`src/rtl/gated_sr_monitor.sv`:
```
// Observing-side monitor for a gated SR latch: reference model, settle-gated output checks, error reports.
// Define SRMON_SYNC_EN to pass s/r/en/q/q_bar through 2-flop synchronizers (adds 2 cycles of latency).
module gated_sr_monitor #(
  parameter int SETTLE = 2,
  parameter int CNT_W  = 8
) (
  input  logic             clk,
  input  logic             rst_n,
  input  logic             s,
  input  logic             r,
  input  logic             en,
  input  logic             q,
  input  logic             q_bar,
  output logic [1:0]       state,
  output logic             rpt_valid,
  output logic [1:0]       rpt_code,
  input  logic             rpt_ready,
  output logic             rpt_ovf,
  output logic [CNT_W-1:0] err_cnt,
  output logic [CNT_W-1:0] forbid_cnt
);

  typedef enum logic [1:0] {
    ST_UNK    = 2'd0,
    ST_ZERO   = 2'd1,
    ST_ONE    = 2'd2,
    ST_FORBID = 2'd3
  } state_t;

  localparam logic [1:0] CODE_MISMATCH  = 2'd1;
  localparam logic [1:0] CODE_NOT_COMPL = 2'd2;
  localparam logic [1:0] CODE_FORBID    = 2'd3;

  localparam logic [CNT_W-1:0] CNT_ONE = {{(CNT_W-1){1'b0}}, 1'b1};
  localparam logic [CNT_W-1:0] CNT_MAX = {CNT_W{1'b1}};

  logic w_s, w_r, w_en, w_q, w_qBar;

`ifdef SRMON_SYNC_EN
  logic [4:0] r_sync1;
  logic [4:0] r_sync2;

  always_ff @(posedge clk or negedge rst_n) begin
    if (!rst_n) begin
      r_sync1 <= 5'd0;
      r_sync2 <= 5'd0;
    end else begin
      r_sync1 <= {s, r, en, q, q_bar};
      r_sync2 <= r_sync1;
    end
  end

  assign {w_s, w_r, w_en, w_q, w_qBar} = r_sync2;
`else
  assign {w_s, w_r, w_en, w_q, w_qBar} = {s, r, en, q, q_bar};
`endif

  state_t     r_state;
  state_t     w_nextState;
  logic [3:0] r_settleCnt;
  logic       w_checkEn;
  logic       w_detValid;
  logic [1:0] w_detCode;
  logic       r_detValid;
  logic [1:0] r_detCode;
  logic       r_rptValid;
  logic [1:0] r_rptCode;
  logic       r_rptOvf;
  logic [CNT_W-1:0] r_errCnt;
  logic [CNT_W-1:0] r_forbidCnt;

  always_ff @(posedge clk or negedge rst_n) begin
    if (!rst_n) begin
      r_state     <= ST_UNK;
      r_settleCnt <= 4'd0;
    end else begin
      r_state <= w_nextState;
      if (w_nextState != r_state) begin
        r_settleCnt <= 4'(SETTLE);
      end else if (r_settleCnt != 4'd0) begin
        r_settleCnt <= r_settleCnt - 4'd1;
      end
    end
  end

  // Leaving FORBID is a race: only a decisive en=1, s!=r drive lands in a known state.
  always_comb begin
    w_nextState = r_state;
    if (r_state == ST_FORBID) begin
      if (w_en && w_s && !w_r) begin
        w_nextState = ST_ONE;
      end else if (w_en && !w_s && w_r) begin
        w_nextState = ST_ZERO;
      end else if (w_en && w_s && w_r) begin
        w_nextState = ST_FORBID;
      end else begin
        w_nextState = ST_UNK;
      end
    end else if (w_en) begin
      case ({w_s, w_r})
        2'b10:   w_nextState = ST_ONE;
        2'b01:   w_nextState = ST_ZERO;
        2'b11:   w_nextState = ST_FORBID;
        default: w_nextState = r_state;
      endcase
    end
  end

  always_comb begin
    w_checkEn  = (r_settleCnt == 4'd0) && ((r_state == ST_ZERO) || (r_state == ST_ONE));
    w_detValid = 1'b0;
    w_detCode  = 2'd0;
    if ((w_nextState == ST_FORBID) && (r_state != ST_FORBID)) begin
      w_detValid = 1'b1;
      w_detCode  = CODE_FORBID;
    end else if (w_checkEn && (w_qBar == w_q)) begin
      w_detValid = 1'b1;
      w_detCode  = CODE_NOT_COMPL;
    end else if (w_checkEn && (w_q != (r_state == ST_ONE))) begin
      w_detValid = 1'b1;
      w_detCode  = CODE_MISMATCH;
    end
  end

  always_ff @(posedge clk or negedge rst_n) begin
    if (!rst_n) begin
      r_detValid <= 1'b0;
      r_detCode  <= 2'd0;
    end else begin
      r_detValid <= w_detValid;
      r_detCode  <= w_detCode;
    end
  end

  // An accept in the same cycle frees the slot, so a new error loads back-to-back.
  always_ff @(posedge clk or negedge rst_n) begin
    if (!rst_n) begin
      r_rptValid <= 1'b0;
      r_rptCode  <= 2'd0;
      r_rptOvf   <= 1'b0;
    end else if (r_detValid) begin
      if (!r_rptValid || rpt_ready) begin
        r_rptValid <= 1'b1;
        r_rptCode  <= r_detCode;
      end else begin
        r_rptOvf <= 1'b1;
      end
    end else if (r_rptValid && rpt_ready) begin
      r_rptValid <= 1'b0;
    end
  end

  always_ff @(posedge clk or negedge rst_n) begin
    if (!rst_n) begin
      r_errCnt    <= '0;
      r_forbidCnt <= '0;
    end else if (r_detValid) begin
      if (r_errCnt != CNT_MAX) begin
        r_errCnt <= r_errCnt + CNT_ONE;
      end
      if ((r_detCode == CODE_FORBID) && (r_forbidCnt != CNT_MAX)) begin
        r_forbidCnt <= r_forbidCnt + CNT_ONE;
      end
    end
  end

  assign state      = r_state;
  assign rpt_valid  = r_rptValid;
  assign rpt_code   = r_rptCode;
  assign rpt_ovf    = r_rptOvf;
  assign err_cnt    = r_errCnt;
  assign forbid_cnt = r_forbidCnt;

endmodule
```
`config.mk`:
```
export PLATFORM = sky130hd
export DESIGN_NAME = gated_sr_monitor
export DESIGN_NICKNAME = d
export VERILOG_FILES = /design/src/rtl/gated_sr_monitor.sv
export SDC_FILE = /design/constraint.sdc
export NUM_CORES = 1
export LEC_CHECK = 0
export CORE_MARGIN = 10
export CORE_UTILIZATION = 40
export CTS_CLUSTER_DIAMETER = 30
export DETAILED_ROUTE_END_ITERATION = 10
export DONT_BUFFER_PORTS = 1
export GPL_TIMING_DRIVEN = 0
export SYNTH_ARGS = -nofsm -noshare
export SYNTH_HDL_FRONTEND = slang
export SYNTH_SLANG_ARGS = --single-unit
```
`constraint.sdc`:
```
create_clock -name clk -period 1.45 [get_ports clk]
set_input_delay 0.0725 -clock clk [delete_from_list [all_inputs] [get_ports clk]]
set_output_delay 0.0725 -clock clk [all_outputs]
set_load 0.02 [all_outputs]
```
# Word level (Yosys, flattened, before mapping)
# Index checks and enable logic that the tools add are counted.
# Widths: inputs -> output; s select.
# word_totals
regBits	29
inputBits	8
output_inout_bits	22
wordCells	70
# op_classes
add_sub_neg	3
n_eq_ne	15
mux	17
bitwise	1
reduce_logical	25
# ops
op	count
$add 8x1->8 const B	2
$ne 8x8->1 const B	2
$mux 2	7
$eq 2x2->1 const B	6
$logic_and 1x1->1	11
$reduce_and 2->1	5
$mux 4	2
$mux 1	7
$pmux 2 s3	1
$eq 2x1->1 const B	2
$logic_not 4->1	1
$reduce_bool 2->1	2
$reduce_bool 4->1	1
$sub 4x1->4 const B	1
$logic_not 1->1	3
$logic_or 1x1->1	2
$ne 2x1->1 const B	1
$ne 2x2->1	1
$ne 2x2->1 const B	1
$eq 1x1->1	1
$ne 1x1->1	1
$not 1->1	1

# Longest topological paths before layout
# Gate-level depths: netlist of run 1.
# logic_depth
depth_word	9
ltp_mapped	5
mapped_depth_nobuf	5

# Worst setup path before layout of run 1
# No wires, ideal clock.
# synth_path
kind	register -> register
startpoint	reg r_errCnt[0] (netlist: err_cnt[0])
endpoint	reg r_errCnt[1] (netlist: err_cnt[1])
arrival_ns	1.496
required_ns	1.325
path_slack_ns	-0.170
stages_incl_launch_ff	6
n_path_buf	0
path_cell_list	dfrtp_1 -> ha_1 -> and4_1 -> nand4_1 -> nand2_1 -> mux2_2
# synth_via
elab_chain_len	2
word_cells_on_any_way	3
# synth_lines
element	line	text
start, declared	69	logic [CNT_W-1:0] r_errCnt;
start signal, assigned	159	r_errCnt <= r_errCnt + CNT_ONE;
parallel branches: the longest is 2 deep, another holds $add 8x1->8	--	
# Parallel ways; which one is timed is not known.
# A chain may end at the register's enable or synchronous reset.

# Worst setup path in the final report of run 1
# Same ends and word-level chain as after synthesis.

==> impl_metrics.toml, run 1 <==
[layout]
drive_gt1_share_pct = 28.6
syn_to_final_growth_pct = 28.2
seq_area_um2 = 734
nNetsFinal = 166
num_antenna_cells = 0
multi_input_area_um2 = 743
fillers = 324

[timing]
finalHoldViolCount = 0
relSlewSlack_pct = 76.2
drv_slew = 0
rsz0062_at_grt = "true"
worst_pin_slew_ns = 0.356
layout_setup_ws_ns = -0.0913
setup_viol = 6
min_period_ns = 1.54
period_share_pct = 106
holdWs_ns = 0.0617
max_freq_mhz = 649
fin_skew_ns = 0.00887

[placement]
dp_hpwl_um = 2090
portBuffers = 0
post-place-ws_ns = -0.175
gp_congestion = 0.690

[drt]
vias_per_cell = 5.13
ant_nets = 0
wl_met2_um = 1500
drt_pass1_iterations = 4
met3_length_um = 306
drcViolationCount = 0
post_drt_wl_per_cell_um = 14.9
vias = 1026
m1WireLength_um = 1130
top_layer_used = "met4"
drtIter0Drc = 51
wl_um = 2980

[die]
boundaryPins = 30
start_util_pct = 42.0
die_x_um = 79.4
dieArea_mm2 = 0.00630
rows = 21
coreArea_mm2 = 0.00336
die_h_um = 79.4

[global_routing]
antenna_found_initial = 0
grt_pass1_vias = 1052
grt_first_pass_wirelength_um = 5060
track_usage_pct = 10.3
grt_max_degree = 30
gr-total-overflow = 0

[critical_path]
end_kind = "flip-flop"
cp.arrival_ns = 1.75
critPathKind = "reg2reg"
worst_r2r_path_depth = 5
worstPathMaxFanout = 4
crit_required_ns = 1.66
cp-start-kind = "flip-flop"

[cts]
clockRootBuffer = "clkbuf_4"
clk_pin_slew_ns = 0.09
clk_latency_ns = 0.32
cts_sinks = 29
cts_max_path_buffers = 2
tritoncts = "built"
htree_num_levels = 2
numCtsBuffers = 5

[power]
cellPowerDensity_mw_per_mm2 = 1700
irDropWorstVdd_mv = 0.573
power_frac_clock_pct = 22.3
power.share.switching_pct = 36.2
p_sw_mw = 1.11
internal_power_mw = 1.96
leakagePower_nw = 0.773
fin_total_pwr_mw = 3.07
pwr-share-seq_pct = 50.6
power_frac_comb_pct = 27.0

[synth]
synth-seq-cells = 29
synth_edf_count = 0
synthTopCellsByArea = "dfrtp_1 (51%), mux2_2 (6.4%), xnor2_1 (5.6%)"
ys.flop_type = "dfrtp_1"
ys_seq_area_share_pct = 51.4
yosysMostFrequentCell = "dfrtp_1"
syn-instance-count = 129
synth_top_area_share_pct = 51.4
yosys-top-cells-count = "dfrtp_1 (29), nand2_1 (14), xnor2_1 (9), mux2_2 (8), nand3_1 (8)"
synthArstFlopShare_pct = 100
syn_area_mm2 = 0.00141
yosysWarnings = 0
syn_area_per_cell_um2 = 10.9
synth.largest_area_cell = "dfrtp_1"
synth.distinct_cells = 31
syn_nets = 142

[outcome]
status = "finished, violations left"
violations = "negative setup slack"

[flow_run]
cap_violations = 0

[hold_path]
hold_depth = 3
hp-class = "in2reg"
==> flip-flops by register name, indices dropped and copies added, names as in the netlist <==
register     count
err_cnt          8
forbid_cnt       8
r_settleCnt      4
r_detCode        2
rpt_code         2
state            2
r_detValid       1
rpt_ovf          1
rpt_valid        1
==> area by class of cell <==
cell class | instances | area share, %
Sequential cell | 29 | 40.6
Buffer | 1 | 0.277
Inverter | 5 | 1.04
Clock buffer | 7 | 3.04
Timing Repair Buffer | 17 | 9.13
Tap cell | 46 | 3.18
Clock inverter | 1 | 1.66
Multi-Input combinational cell | 94 | 41.1
==> layout by cell type, fill, tap and decap left out, types with 2 or more instances in the layout <==
cell type / n
nand4_1: 6
nand2_1: 13
dfrtp_1: 22
ha_1: 2
buf_6: 2
inv_1: 5
o21ai_0: 5
a21oi_1: 3
xnor2_1: 9
nand3_1: 8
nand2b_1: 5
nand3b_1: 3
buf_4: 7
mux2_4: 2
dlygate4sd3_1: 7
nor2_1: 7
ha_4: 3
nor2b_1: 2
mux2_2: 6
mux2i_1: 3
clkbuf_4: 5
dfrtp_2: 7
==> worst max-delay path, stage by stage, from the launching register on <==
cell and delay (ns):
dfrtp_2 0.49, ha_4 0.16, and4_4 0.20, nand4_1 0.16
nand2_2 0.13, mux2_4 0.30
==> logic make-up after synthesis <==
logic type	share of synthesized area [%]
simple gates	20.0
flops	51.4
compound gates	7.71
mux	8.51
xor+xnor	6.21
buf+inv	1.68
fa+ha+maj	4.43
==> per-stage QoR <==
stage	setup TNS [ns]	area [µm²]	instances	utilization (%)
after floorplan	-0.0390	1450	129	-
after detailed placement	-0.572	1510	175	44.9
after global placement	-0.350	1510	175	44.9
after CTS	-0.309	1770	199	52.6
final	-0.270	1810	200	53.8
after global routing	-0.868	1810	200	53.8
==> power by group through the flow <==
stage,Clock (mW),Combinational (mW),Sequential [mW]
detailed placement,0,0.639,1.55
CTS,0.710,0.767,1.56
floorplan,0,0.540,1.46
finish,0.685,0.829,1.55
global placement,0,0.595,1.53
global route,0.759,0.940,1.61
==> timing repair <==
item                                   in CTS  in global routing
setup endpoints to repair                   8                 15
buffers inserted                            8                  1
hold buffers                                8                  0
endpoints found under the hold margin      35                  0
resized for setup                           6                  7
pin swaps                                   6                 15
==> final timing paths <==
check	startpoint	endpoint	slack (ns)
worst min register to register	r_settleCnt[1]$_DFFE_PN0P_	r_settleCnt[1]$_DFFE_PN0P_	0.52
worst max register to register	err_cnt[0]$_DFFE_PN0P_	err_cnt[1]$_DFFE_PN0P_	-0.09
worst max-delay path	err_cnt[0]$_DFFE_PN0P_	err_cnt[1]$_DFFE_PN0P_	-0.09
min in group asynchronous	rst_n	err_cnt[4]$_DFFE_PN0P_	0.18
max in group asynchronous	rst_n	forbid_cnt[0]$_DFFE_PN0P_	1.10
worst min-delay path	q_bar	r_detCode[0]$_DFF_PN0_	0.06
==> layer usage <==
layer	global-route usage, %	vias up
li1	-	501
met4	4.84	0
met1	10.4	493
met2	16.5	28
met5	0	-
met3	6.19	4
Note: power is estimated with default switching activity, not from simulation.
==> inputs of run 2 (changes only) <==
--- a/config.mk
+++ b/config.mk
@@ -5,12 +5,14 @@
 export SDC_FILE = /design/constraint.sdc
 export NUM_CORES = 1
 export LEC_CHECK = 0
+export CORE_ASPECT_RATIO = 1.1
 export CORE_MARGIN = 10
 export CORE_UTILIZATION = 40
 export CTS_CLUSTER_DIAMETER = 30
 export DETAILED_ROUTE_END_ITERATION = 10
 export DONT_BUFFER_PORTS = 1
 export GPL_TIMING_DRIVEN = 0
+export REMOVE_ABC_BUFFERS = 1
 export SYNTH_ARGS = -nofsm -noshare
 export SYNTH_HDL_FRONTEND = slang
 export SYNTH_SLANG_ARGS = --single-unit
==> run 2 against run 1 <==
The run still ends with negative setup slack left. Via count up 1.1%. First-iteration DRC count up 9.8%. Worst hold slack worse by 0.033 ns. Non-clock buffer count down 2. Clock skew down 0.0031 ns. Routed wire length down 0.30%. Critical path depth unchanged. Design area down 1.6%. Register-to-register slack about the same. Utilization down 0.78 points. Die area about the same.
==> impl_metrics.toml, run 2 (same netlist as run 1, synthesis figures left out) <==
[flow_run]
cap_violations = 0

[drt]
drcViolationCount = 0
drt_pass1_iterations = 4
post_drt_wl_per_cell_um = 14.9
wl_um = 2970
vias = 1037
ant_nets = 0
vias_per_cell = 5.21
drtIter0Drc = 56

[critical_path]
end_kind = "flip-flop"
cp_cell_sequence = "ha_4 > and4_4 > nand4_1 > nand2_2 > mux2_4"
r2r_setup_slack_ns = -0.08
crit_required_ns = 1.67
worstPathMaxFanout = 4
cp-start-kind = "flip-flop"
rr_startpoint = "err_cnt[1]$_DFFE_PN0P_"
critPathKind = "reg2reg"
r2r_end = "err_cnt[1]$_DFFE_PN0P_"
crit_family = "flip-flops"
cp.arrival_ns = 1.74
critical_path.max_stage_delay_ns = 0.48
critPathSlowestCell = "dfrtp_2"
crit_buf_inv = 0
worst_r2r_path_depth = 5

[layout]
final_cell_area_mm2 = 0.00178
drive_gt1_share_pct = 31.8
nNetsFinal = 164
layout_common_cells = "dfrtp_1 (20), nand2_1 (13), dfrtp_2 (9), nand3_1 (8), xnor2_1 (8)"
layout_commonest_cell = "dfrtp_1"
num_antenna_cells = 0
syn_to_final_growth_pct = 26.2

[cts]
cts_sinks = 29
clk_latency_ns = 0.33
clockRootBuffer = "clkbuf_4"
cts_max_path_buffers = 2
htree_num_levels = 2
tritoncts = "built"
clk_pin_slew_ns = 0.08
numCtsBuffers = 5

[power]
pwr-share-seq_pct = 56.0
p_sw_mw = 1.08
power_frac_comb_pct = 27.2
irDropWorstVdd_mv = 0.557
cellPowerDensity_mw_per_mm2 = 1590
internal_power_mw = 1.75
leakagePower_nw = 0.763
power_frac_clock_pct = 16.9
power.share.switching_pct = 38.1

[placement]
dp_hpwl_um = 2040
portBuffers = 0
gp_congestion = 0.708
dpl_cell_area_mm2 = 0.00147

[timing]
fin_skew_ns = 0.00579
setup_viol = 6
relSlewSlack_pct = 77.2
layout_setup_ws_ns = -0.0765
period_share_pct = 105
worst_pin_slew_ns = 0.342
min_period_ns = 1.53
drv_slew = 0
max_freq_mhz = 655
finalHoldViolCount = 0
holdWs_ns = 0.0285
rsz0062_at_grt = "true"

[die]
dieArea_mm2 = 0.00631
start_util_pct = 42.0
rows = 22
boundaryPins = 30
die_x_um = 76.6
die_h_um = 82.3
coreArea_mm2 = 0.00336

[global_routing]
grt_max_degree = 30
track_usage_pct = 9.78
grt_pass1_vias = 1046
gr-total-overflow = 0
antenna_found_initial = 0
grt_first_pass_wirelength_um = 4860

[hold_path]
hp-class = "in2reg"
hold_start = "q_bar"
holdPathEnd = "r_detCode[0]$_DFF_PN0_"
hold_depth = 3

[outcome]
status = "finished, violations left"
violations = "negative setup slack"
## run 2: changes by cell type in the layout (fill, tap and decap cells not counted), sizes merged
cell	before	now
buf	11	9
bufinv	1	0
## run 2: cell type report
cell class                      count  area [µm²]
Clock buffer                        7        55.1
Fill cell                         315        1580
Inverter                            5        18.8
Multi-Input combinational cell     94         756
Sequential cell                    29         737
Tap cell                           48        60.1
Timing Repair Buffer               16         154
## run 2: metrics by stage
step | cells | utilization, % | setup TNS [ns] | total power, mW | setup WS, ns
CTS | 198 | 51.7 | -0.215 | 2.79 | -0.0792
floorplan | 128 | - | -0.458 | 1.92 | -0.170
finish | 199 | 53.0 | -0.234 | 2.83 | -0.0765
detailed placement | 176 | 43.7 | -1.53 | 2.09 | -0.321
global route | 199 | 53.0 | -0.818 | 3.05 | -0.154
global placement | 176 | 43.7 | -1.23 | 2.05 | -0.310
## run 2: power by group through the flow
stage	Clock [mW]	Combinational (mW)	Sequential (mW)
2_1_floorplan	0	0.475	1.45
3_3_place_gp	0	0.523	1.53
3_5_place_dp	0	0.553	1.54
4_1_cts	0.501	0.715	1.58
5_1_grt	0.549	0.865	1.64
6_report	0.478	0.768	1.58
## run 2: repair_timing
item	in CTS	in global routing
pin swaps	5	7
hold buffers	8	0
hold endpoints to repair	36	0
endpoints found under the setup margin	15	17
resized for setup	18	11
cloned	0	0
setup buffers	7	1
## run 2: per-layer routing
| layer | wire (µm) | GRT usage (%) |
|---|---|---|
| met1 | 1130 | 9.19 |
| met2 | 1530 | 17.1 |
| met3 | 252 | 4.97 |
| met4 | 47 | 6.13 |
| met5 | 0 | 0 |
## run 2: worst max-delay path by stage
| stage | start | end | cells past startpoint | slack, ns |
|---|---|---|---|---|
| after global placement | err_cnt[0]$_DFFE_PN0P_ | err_cnt[1]$_DFFE_PN0P_ | 5 | -0.31 |
| after detailed placement | err_cnt[0]$_DFFE_PN0P_ | err_cnt[1]$_DFFE_PN0P_ | 5 | -0.32 |
| final | err_cnt[1]$_DFFE_PN0P_ | err_cnt[1]$_DFFE_PN0P_ | 5 | -0.08 |
| after global routing | err_cnt[0]$_DFFE_PN0P_ | err_cnt[0]$_DFFE_PN0P_ | 7 | -0.15 |
| after CTS | err_cnt[1]$_DFFE_PN0P_ | err_cnt[1]$_DFFE_PN0P_ | 5 | -0.08 |
| after floorplan | err_cnt[0]$_DFFE_PN0P_ | err_cnt[1]$_DFFE_PN0P_ | 5 | -0.17 |
## run 2: worst min-delay path: cells and delay by family
family,cells,cell delay (ns)
multiplexers,1,0.12
AO/OA/AOI/OAI,1,0.08
AND/OR/NAND/NOR,1,0.04
==> inputs of run 3 (changes only) <==
--- a/config.mk
+++ b/config.mk
@@ -8,6 +8,7 @@
 export CORE_ASPECT_RATIO = 1.1
 export CORE_MARGIN = 10
 export CORE_UTILIZATION = 40
+export CTS_BUF_LIST = sky130_fd_sc_hd__clkbuf_4 sky130_fd_sc_hd__clkbuf_8
 export CTS_CLUSTER_DIAMETER = 30
 export DETAILED_ROUTE_END_ITERATION = 10
 export DONT_BUFFER_PORTS = 1
==> constraint.sdc (replaced) <==
create_clock -name clk -period 1.45 [get_ports clk]
set_input_delay 0.29 -clock clk [delete_from_list [all_inputs] [get_ports clk]]
set_output_delay 0.29 -clock clk [all_outputs]
set_load 0.02 [all_outputs]
==> run 3 against run 2 <==
The run still ends with negative setup slack left. Sequential cell count did not move. Worst hold slack improved by 0.073 ns. Global-route usage down 0.23 points. Utilization fell by 1.6 points. Fmax is essentially flat. Via count fell by 2.9%. Sequential power about the same. Clock power up 4%. Sequential share of layout area rose by 1.3 points. Design area decreased by 3.0%. Setup slack better by 0.00050 ns. Clock skew increased by 0.0010 ns. Largest cell class unchanged.
==> impl_metrics.toml, run 3 (same netlist as run 1, synthesis figures left out) <==
[critical_path]
critPathSlowestCell = "dfrtp_2"
end_kind = "flip-flop"
crit_buf_inv = 0
critPathKind = "reg2reg"
crit_required_ns = 1.67
cp.arrival_ns = 1.74
rr_startpoint = "err_cnt[1]$_DFFE_PN0P_"
cp-startpoint = "err_cnt[1]$_DFFE_PN0P_"
critical_path.max_stage_delay_ns = 0.48
cp_cell_sequence = "ha_4 > and4_4 > nand4_1 > nand2_2 > mux2_4"
worstPathMaxFanout = 4
cp-start-kind = "flip-flop"
crit_family = "flip-flops"

[drt]
vias_per_cell = 5.22
post_drt_wl_per_cell_um = 14.9
vias = 1007
drtIter0Drc = 37
ant_nets = 0
drt_pass1_iterations = 4
wl_um = 2880
drcViolationCount = 0

[timing]
max_freq_mhz = 655
fin_setup_tns_ns = -0.231
worst_pin_slew_ns = 0.340
setup_viol = 6
drv_slew = 0
min_period_ns = 1.53
layout_setup_ws_ns = -0.0760
rsz0062_at_grt = "true"
finalHoldViolCount = 0
fin_skew_ns = 0.00684
relSlewSlack_pct = 77.3
holdWs_ns = 0.102
period_share_pct = 105

[flow_run]
cap_violations = 0

[global_routing]
gr-total-overflow = 0
antenna_found_initial = 0
track_usage_pct = 9.55
grt_pass1_vias = 1010
grt_max_degree = 30
grt_first_pass_wirelength_um = 4710

[power]
leakagePower_nw = 0.747
cellPowerDensity_mw_per_mm2 = 1640
irDropWorstVdd_mv = 0.547

[cts]
clk_latency_ns = 0.33
clockRootBuffer = "clkbuf_4"
clk_pin_slew_ns = 0.08
cts_max_path_buffers = 2
tritoncts = "built"
cts_sinks = 29
numCtsBuffers = 5
htree_num_levels = 2

[outcome]
status = "finished, violations left"
violations = "negative setup slack"

[layout]
syn_to_final_growth_pct = 22.4
fin_util_pct = 51.5
nNetsFinal = 158
layout_commonest_cell = "dfrtp_1"
layout_common_cells = "dfrtp_1 (20), nand2_1 (13), dfrtp_2 (9), nand3_1 (8), xnor2_1 (8)"
num_antenna_cells = 0
drive_gt1_share_pct = 33.8

[hold_path]
hp-class = "in2reg"
hold_start = "r"

[placement]
dp_hpwl_um = 2040
gp_congestion = 0.708
post-place-ws_ns = -0.321
portBuffers = 0

[die]
rows = 22
boundaryPins = 30
start_util_pct = 42.0
coreArea_mm2 = 0.00336
die_h_um = 82.3
die_x_um = 76.6
dieArea_mm2 = 0.00631
-- run 3: routing by layer --
| metal | share of wire [%] | global-route usage, % | routed length (µm) |
|---|---|---|---|
| met1 | 38 | 8.87 | 1090 |
| met2 | 52 | 16.8 | 1490 |
| met3 | 8.9 | 4.86 | 257 |
| met4 | 1.6 | 6.13 | 47 |
| met5 | 0 | 0 | 0 |
-- run 3: cell type report --
class	count	area, µm²
Sequential cell	29	737
Tap cell	48	60.1
Clock buffer	7	58.8
Inverter	5	18.8
Timing Repair Buffer	10	93.8
Fill cell	320	1630
Multi-Input combinational cell	94	759
-- run 3: worst paths after layout --
kind / end / slack, ns / depth (start not counted)
min in group asynchronous: err_cnt[2]$_DFFE_PN0P_ / 0.39 / 2
setup / recovery: err_cnt[1]$_DFFE_PN0P_ / -0.08 / 5
setup reg to reg: err_cnt[1]$_DFFE_PN0P_ / -0.08 / 5
hold / removal: state[0]$_DFF_PN0_ / 0.10 / 2
hold reg to reg: r_settleCnt[1]$_DFFE_PN0P_ / 0.52 / 1
max in group asynchronous: state[1]$_DFF_PN0_ / 0.88 / 2
-- run 3: timing repair --
action	4_1_cts	5_1_grt
hold buffers	2	0
endpoints found under the setup margin	15	17
pin swaps	5	7
resized for setup	19	11
endpoints found under the hold margin	29	0
setup buffers	7	1
-- run 3: where the power goes --
part | switching, mW | total (mW) | internal, mW
Combinational | 0.294 | 0.754 | 0.459
Sequential | 0.530 | 1.58 | 1.05
Clock | 0.248 | 0.495 | 0.247
-- run 3: through the flow --
step                power (mW)  instances  area [µm²]
floorplan                 1.92        128        1410
global placement          2.05        176        1470
detailed placement        2.09        176        1470
CTS                       2.80        192        1680
global route              3.05        193        1730
finish                    2.83        193        1730
